===== config.mk =====
export PLATFORM = sky130hd
export DESIGN_NAME = fetch_sequencer
export DESIGN_NICKNAME = d
export VERILOG_FILES = /design/src/rtl/fetch_sequencer.sv
export SDC_FILE = /design/constraint.sdc
export NUM_CORES = 1
export LEC_CHECK = 0
export CORE_ASPECT_RATIO = 0.5
export CORE_UTILIZATION = 45
export DETAILED_ROUTE_END_ITERATION = 6
export PLACE_DENSITY = 0.86
export REMOVE_ABC_BUFFERS = 1
export SYNTH_ARGS = -nofsm -noshare
export SYNTH_HDL_FRONTEND = slang
export SYNTH_SLANG_ARGS = --single-unit

===== constraint.sdc =====
create_clock -name clk -period 2.1 [get_ports clk]
set_input_delay 0.21 -clock clk [delete_from_list [all_inputs] [get_ports clk]]
set_output_delay 0.21 -clock clk [all_outputs]
set_load 0.05 [all_outputs]

===== src/rtl/fetch_sequencer.sv =====
`timescale 1ns/1ps
// Fetch controller: per line one REQ cycle, then up to two slots go out to decode over valid/ready.
// Latency: the first instruction is valid 2 cycles after start/redirect is sampled; each line takes 3 cycles at full rate.
// Backpressure: a presented slot holds until instr_ready; a redirect drops it. FETCH_PERF_EN adds perf_issued/perf_stall counters.
module fetch_sequencer #(
  parameter int LINE_AW  = 5,
  parameter int END_LINE = 31
) (
  input  logic               clk,
  input  logic               reset,
  input  logic               start,
  output logic [LINE_AW-1:0] im_sel,
  input  logic [63:0]        im_line,
  output logic               instr_valid,
  input  logic               instr_ready,
  output logic [31:0]        instr,
  output logic               instr_compressed,
  output logic [LINE_AW:0]   instr_pc,
  input  logic               redirect_valid,
  input  logic [LINE_AW:0]   redirect_pc,
  output logic               busy,
`ifdef FETCH_PERF_EN
  output logic [15:0]        perf_issued,
  output logic [15:0]        perf_stall,
`endif
  output logic               done
);

  typedef enum logic [2:0] {
    S_IDLE   = 3'd0,
    S_REQ    = 3'd1,
    S_ISSUE0 = 3'd2,
    S_ISSUE1 = 3'd3,
    S_DONE   = 3'd4
  } state_t;

  state_t             state_q, state_d;
  logic [LINE_AW-1:0] sel_d;
  logic [63:0]        line_buf, line_buf_d;
  logic               start_slot, start_slot_d;

  logic [31:0]        slot;
  logic               issuing;
  logic               slot_nz;
  logic               advance;
  logic               is_rvc;
  logic               last_line;

  always_comb begin
    slot      = (state_q == S_ISSUE1) ? line_buf[31:0] : line_buf[63:32];
    issuing   = (state_q == S_ISSUE0) || (state_q == S_ISSUE1);
    slot_nz   = (slot != 32'h0);
    is_rvc    = (slot[1:0] != 2'b11);
    // Padding slots are skipped without ever being presented.
    advance   = issuing && (!slot_nz || instr_ready);
    last_line = (im_sel >= LINE_AW'(END_LINE));
  end

  always_comb begin
    instr_valid      = issuing && slot_nz;
    instr            = 32'h0;
    instr_compressed = 1'b0;
    instr_pc         = '0;
    if (instr_valid) begin
      instr            = is_rvc ? {16'h0, slot[15:0]} : slot;
      instr_compressed = is_rvc;
      instr_pc         = {im_sel, (state_q == S_ISSUE1)};
    end
    busy = (state_q != S_IDLE) && (state_q != S_DONE);
    done = (state_q == S_DONE);
  end

  always_comb begin
    state_d      = state_q;
    sel_d        = im_sel;
    line_buf_d   = line_buf;
    start_slot_d = start_slot;
    if (redirect_valid) begin
      state_d      = S_REQ;
      sel_d        = redirect_pc[LINE_AW:1];
      start_slot_d = redirect_pc[0];
    end else begin
      case (state_q)
        S_IDLE, S_DONE: begin
          if (start) begin
            state_d      = S_REQ;
            sel_d        = '0;
            start_slot_d = 1'b0;
          end
        end
        S_REQ: begin
          line_buf_d = im_line;
          state_d    = start_slot ? S_ISSUE1 : S_ISSUE0;
        end
        S_ISSUE0: begin
          if (advance) state_d = S_ISSUE1;
        end
        S_ISSUE1: begin
          if (advance) begin
            // Lines past END_LINE (reachable only by redirect) also terminate.
            if (last_line) begin
              state_d = S_DONE;
            end else begin
              state_d      = S_REQ;
              sel_d        = im_sel + LINE_AW'(1);
              start_slot_d = 1'b0;
            end
          end
        end
        default: state_d = S_IDLE;
      endcase
    end
  end

  always_ff @(posedge clk) begin
    if (reset) begin
      state_q    <= S_IDLE;
      im_sel     <= '0;
      line_buf   <= 64'h0;
      start_slot <= 1'b0;
    end else begin
      state_q    <= state_d;
      im_sel     <= sel_d;
      line_buf   <= line_buf_d;
      start_slot <= start_slot_d;
    end
  end

`ifdef FETCH_PERF_EN
  logic perf_clear;
  assign perf_clear = start && ((state_q == S_IDLE) || (state_q == S_DONE));

  always_ff @(posedge clk) begin
    if (reset || perf_clear) begin
      perf_issued <= 16'h0;
      perf_stall  <= 16'h0;
    end else begin
      if (instr_valid && instr_ready && (perf_issued != 16'hFFFF))
        perf_issued <= perf_issued + 16'h1;
      if (instr_valid && !instr_ready && (perf_stall != 16'hFFFF))
        perf_stall <= perf_stall + 16'h1;
    end
  end
`endif

endmodule

==> impl_metrics.json, run 1 <==
{
  "postRouteAntennaNets": 0,
  "grt_max_degree": 65,
  "clkTransAtPathRegs_ps": 60,
  "synthSimpleGateAreaFrac_pct": 33.0,
  "holdPathEnd": "line_buf[7]",
  "ys_seq_area_share_pct": 41.6,
  "critPathSlowestCell": "or3_4",
  "path_class": "flop to output pin",
  "slew_headroom_pct": 60.3,
  "reg2regPathDepth": 5,
  "timing.fmax_mhz": 414,
  "topRoutingLayerUsed": "met4",
  "drt-met1-wl_mm": 5.23,
  "required_ps": 1890,
  "cts_buffers": 9,
  "p_leak_nw": 2.03,
  "worstPathCellList": "nor4_4, nand4_1, or3_4, nand3_4, buf_4, a21oi_1, buf_12",
  "wl_met2_mm": 6.70,
  "wl_per_cell_um": 19.0,
  "synth_cells": 495,
  "finalPower_mw": 4.31,
  "place.gp.congestion": 0.832,
  "cts_tree": "yes",
  "synthAdderAreaFrac_pct": 0.712,
  "synth_top_family_by_area": "simple AND/OR/NAND/NOR gates",
  "viasPerCell": 6.00,
  "final_cells": 715,
  "root_buffer": "clkbuf_16",
  "cp_max_fo": 5,
  "n_fill_cell": 412,
  "drive_gt1_share_pct": 20.2,
  "io-pin-count": 122,
  "synthToLayoutAreaGrowth_pct": 67.9,
  "grt_pass1_wl_mm": 19.6,
  "placed_area_um2": 5180,
  "clk_latency_ps": 350,
  "initial_core_util_pct": 47.3,
  "synth_mux_area_share_pct": 0,
  "final_area_um2": 5900,
  "dieHeight_um": 64.5,
  "wl_mm": 13.6,
  "final-seq-area_um2": 1470,
  "synth-compound-area-share_pct": 19.3,
  "post-place-ws_ps": -51.6,
  "setup_viol": 39,
  "fin_crit_sh_pct": 115,
  "synth_area_per_cell_um2": 7.10,
  "cts_num_sinks": 73,
  "hold_buffers": 0,
  "path_buf_inv": 2,
  "final_util_pct": 79.4,
  "final_max_slew_viol_count": 0,
  "grt_pass1_vias": 4004,
  "crit_arrival_ps": 2210,
  "ys_types": 42,
  "ir_drop_mv": 0.453,
  "finalSetupTns_ps": -7020,
  "r2r_start": "line_buf[9]",
  "synth-xor-area-share_pct": 0.499,
  "antenna_cells": 0,
  "min_path_cells": 2,
  "core_region_area_um2": 7430,
  "hold_viol_final": 0,
  "clockBufferDepth": 2,
  "multi_input_area_um2": 2110,
  "hpwl_mm": 7.60,
  "gr-total-overflow": 0,
  "synth.ff_latch_count": 73,
  "drc": 0,
  "rsz0062_at_grt": "yes",
  "finalWorstSetupSlack_ps": -317,
  "die_x_um": 127,
  "dp.cells": 693,
  "status": "complete, but fails checks",
  "hold_class": "input pin to flop",
  "h-tree-depth": 3,
  "reg2reg_to": "state_q[1]",
  "violations": "negative setup slack",
  "setup.worst_path.start_class": "flop",
  "track_usage_pct": 30.9,
  "drv_cap": 0,
  "syn_area_um2": 3510,
  "dr.pass1.iters": 5,
  "holdCritStartpoint": "reset",
  "drt_iter0_drc": 533,
  "synth_warnings": 0,
  "worst_hold_slack_ps": 263,
  "vias": 4292,
  "finalClockSkew_ps": 5.83,
  "reg2reg_slack_ps": 130,
  "io_buffers": 121,
  "antenna_found_initial": 0,
  "rows": 22,
  "end_kind": "output pin",
  "tightest_slew_ps": 596,
  "die_area_um2": 8190,
  "layout_min_cycle_time_ps": 2420,
  "route.met3.wl_mm": 1.19,
  "finalNetCount": 691,
  "power.density_nw_per_um2": 730,
  "slowest_delay_ps": 440,
  "cp_top_family": "simple AND/OR/NAND/NOR gates"
}
state kept, by name (all words and copies together) (netlist names):
| signal | count |
|---|---|
| im_sel | 5 |
| line_buf | 64 |
| start_slot | 1 |
| state_q | 3 |
worst reg2reg max path, cell delays in order, from the launching register on:
cell	delay, ps
dfxtp_1	360
nor4_1	440
nand4_1	260
o21ai_1	330
o31a_1	320
a31oi_1	130
cells by family after synthesis:
| kind of cell | after synthesis |
|---|---|
| compound gates | 123 |
| simple gates | 256 |
| buf+inv | 39 |
| xor+xnor | 2 |
| fa+ha+maj | 2 |
| flops | 73 |
per-layer routing:
metal / global-route usage (%) / vias up
li1: - / 1920
met2: 52.5 / 287
met3: 7.60 / 55
met1: 37.1 / 2030
met5: 0 / -
met4: 14.9 / 0
what timing repair did:
action | CTS | global route
pin swaps | 6 | 3
endpoints found under the setup margin | 39 | 41
resized for setup | 37 | 21
gates cloned | 0 | 1
setup buffers | 3 | 2
worst max path at each step:
stage / start / to / slack, ps / cells past startpoint
5_1_grt: line_buf[59] / instr[9] / -340 / 7
3_5_place_dp: line_buf[55] / instr_pc[2] / -50 / 7
2_1_floorplan: state_q[2] / instr[16] / -790 / 4
6_report: line_buf[62] / instr[9] / -320 / 7
3_3_place_gp: line_buf[55] / instr_pc[2] / -40 / 7
4_1_cts: line_buf[62] / instr_pc[2] / -230 / 7
synth_stat cells, drive strengths merged:
cell type | instances | area share, %
a22o | 1 | 0.25
o31a | 1 | 0.25
nand4 | 5 | 0.89
nor3b | 5 | 1.4
o221ai | 1 | 0.25
a21oi | 107 | 15
xnor2 | 2 | 0.50
nor2 | 8 | 0.85
nor4 | 17 | 3.9
buf | 20 | 2.9
clkbuf | 14 | 1.5
a21bo | 1 | 0.28
a311oi | 4 | 1.0
ha | 2 | 0.71
and2 | 6 | 1.1
nor3 | 5 | 0.85
nand2b | 1 | 0.18
o21ai | 3 | 0.75
nor2b | 1 | 0.18
or4 | 1 | 0.21
nand2 | 196 | 21
nand3 | 4 | 0.93
a31oi | 2 | 0.36
nand3b | 1 | 0.21
inv | 5 | 0.53
dfxtp | 73 | 42
a211oi | 1 | 0.21
and4 | 2 | 0.50
and3 | 2 | 0.36
o211a | 1 | 0.28
or3 | 2 | 0.50
a32o | 1 | 0.28
where the power goes:
part / internal, mW / total, mW / switching (mW)
logic: 0.328 / 0.720 / 0.392
clock network: 1.43 / 2.04 / 0.611
registers: 1.46 / 1.54 / 0.0826
total: 3.22 / 4.31 / 1.09
cell usage in the layout, fill, tap and decap left out, types with 6 or more instances in the layout:
cell type,Yosys,final
clkdlybuf4s50_1,0,79
and2_1,6,6
clkbuf_16,0,10
nor2_1,8,7
nor4_2,5,10
a21oi_4,0,12
nand2_1,196,195
buf_6,1,6
buf_4,0,16
buf_12,0,39
dfxtp_1,73,67
a21oi_1,106,90
layout make-up:
class,instances,area share (%)
clock inverters,5,2.54
repair buffers,142,30.3
well taps,96,2.04
inverters,5,0.360
clock buffers,11,4.11
multi-input cells,383,35.7
flip-flops and latches,73,24.9
(Power assumes the default switching activity.)
==> run 2: changes to the inputs <==
SLEW_MARGIN = 20   (was not set)
==> results of run 2 <==
The final DEF is identical to that of run 1; final timing and power are the same.
==> run 3: changes to the inputs <==
--- a/config.mk
+++ b/config.mk
@@ -6,5 +6,5 @@
 export NUM_CORES = 1
 export LEC_CHECK = 0
-export CORE_ASPECT_RATIO = 0.5
+export CORE_ASPECT_RATIO = 0.7
 export CORE_UTILIZATION = 45
 export DETAILED_ROUTE_END_ITERATION = 6
==> constraint.sdc (replaced) <==
create_clock -name clk -period 2.1 [get_ports clk]
set_input_delay 0.315 -clock clk [delete_from_list [all_inputs] [get_ports clk]]
set_output_delay 0.315 -clock clk [all_outputs]
set_load 0.05 [all_outputs]
==> impl_metrics.json, run 3 (synthesis results as in run 1) <==
{
  "dieHeight_um": 75.9,
  "drive_gt1_share_pct": 28.3,
  "ir_drop_mv": 0.360,
  "viasPerCell": 5.74,
  "path_class": "flop to output pin",
  "drv_cap": 0,
  "violations": "negative setup slack",
  "required_ps": 1780,
  "clkPwrFrac_pct": 29.8,
  "cts_buffers": 9,
  "drc": 0,
  "setup.worst_path.start_class": "flop",
  "reg2regPathDepth": 13,
  "slew_headroom_pct": 66.2,
  "synthToLayoutAreaGrowth_pct": 75.6,
  "die_area_um2": 8170,
  "postRouteAntennaNets": 0,
  "rows": 26,
  "cp_common_cell": "buf_12",
  "drt_iter0_drc": 366,
  "worstPathCellList": "nor4_4, nand4_1, or3_4, nand3_4, buf_12, a21oi_1, buf_12",
  "finalNetCount": 718,
  "finalClockSkew_ps": 11.0,
  "core_region_area_um2": 7420,
  "combPwrFrac_pct": 25.5,
  "die_x_um": 108,
  "critical_path_cell_count": 7,
  "hold_viol_final": 0,
  "rsz0062_at_grt": "yes",
  "regMostFlops": "line_buf",
  "vias": 4273,
  "dp.cells": 710,
  "slowest_delay_ps": 430,
  "fin_crit_sh_pct": 121,
  "seqPwrFrac_pct": 44.7,
  "clk_latency_ps": 360,
  "hold_buffers": 0,
  "largest_reg_flops": 64,
  "path_buf_inv": 2,
  "place.gp.congestion": 0.845,
  "power.density_nw_per_um2": 560,
  "most-common-layout-cells": "nand2_1 (195), a21oi_1 (82), clkdlybuf4s50_1 (78), dfxtp_1 (58), buf_4 (41)",
  "final_common_cell": "nand2_1",
  "clockBufferDepth": 2,
  "crit_arrival_ps": 2230,
  "wl_mm": 13.7,
  "finalSetupTns_ps": -11660,
  "final_max_slew_viol_count": 0,
  "wl_per_cell_um": 18.4,
  "io_buffers": 121,
  "p_sw_share_pct": 31.7,
  "tightest_slew_ps": 506,
  "cp_max_fo": 5,
  "io-pin-count": 122,
  "initial_core_util_pct": 47.4,
  "cts_num_sinks": 73,
  "finalPower_mw": 3.46,
  "p_int_mw": 2.36,
  "track_usage_pct": 31.8,
  "grt_max_degree": 65,
  "end_kind": "output pin",
  "status": "complete, but fails checks",
  "antenna_cells": 0,
  "critPathSlowestCell": "or3_4",
  "hpwl_mm": 8.09,
  "hold_class": "input pin to flop",
  "cp_top_family": "simple AND/OR/NAND/NOR gates",
  "gr-total-overflow": 0,
  "p_leak_nw": 2.14,
  "antenna_found_initial": 0,
  "setup_viol": 43,
  "finalWorstSetupSlack_ps": -440,
  "dr.pass1.iters": 7,
  "cts_tree": "yes",
  "worst_hold_slack_ps": 414,
  "timing.fmax_mhz": 394,
  "clkTransAtPathRegs_ps": 90,
  "top_regs": "line_buf x64, im_sel x5, state_q x3",
  "grt_pass1_wl_mm": 20.3,
  "h-tree-depth": 3,
  "p_switching_mw": 1.10,
  "min_path_cells": 2,
  "final_util_pct": 83.2,
  "grt_pass1_vias": 4157,
  "final_cells": 744,
  "layout_min_cycle_time_ps": 2540,
  "root_buffer": "clkbuf_8"
}
-- run 3: cell type report --
type	count	area [um^2]
clock buffer	10	138
inverter	5	21.3
multi-input combinational	383	2290
fill	406	1250
clock inverter	6	42.5
sequential	73	1490
tap	98	123
timing repair buffer	169	2070
-- run 3: routing by layer --
layer  global-route usage [%]  part of all wire [%]
met1                     40.0                    41
met2                     53.0                    48
met3                     8.18                   8.5
met4                     10.1                   2.1
met5                        0                     0
-- run 3: worst paths after layout --
check	startpoint	slack, ps	end
worst max-delay path	line_buf[54]	-440	instr[15]
worst max register to register	line_buf[39]	-370	state_q[1]
worst min-delay path	reset	410	line_buf[41]
worst min register to register	line_buf[34]	490	line_buf[34]
-- run 3: timing repair --
action	in CTS	in global routing
resized for setup	71	50
setup endpoints to repair	42	49
setup buffers	14	3
pin swaps	11	7
cloned	1	1
-- run 3: power groups by stage --
stage | registers (mW) | logic, mW | clock network [mW]
2_1_floorplan | 1.57 | 0.295 | 0
3_3_place_gp | 1.55 | 0.676 | 0
3_5_place_dp | 1.55 | 0.692 | 0
4_1_cts | 1.53 | 0.798 | 1.04
5_1_grt | 1.55 | 0.928 | 1.09
6_report | 1.55 | 0.881 | 1.03
-- run 3: stage by stage --
stage	setup WS (ps)	area, um^2
floorplan	-892	3360
global placement	-130	5300
detailed placement	-138	5300
CTS	-338	5910
global route	-500	6170
finish	-440	6170
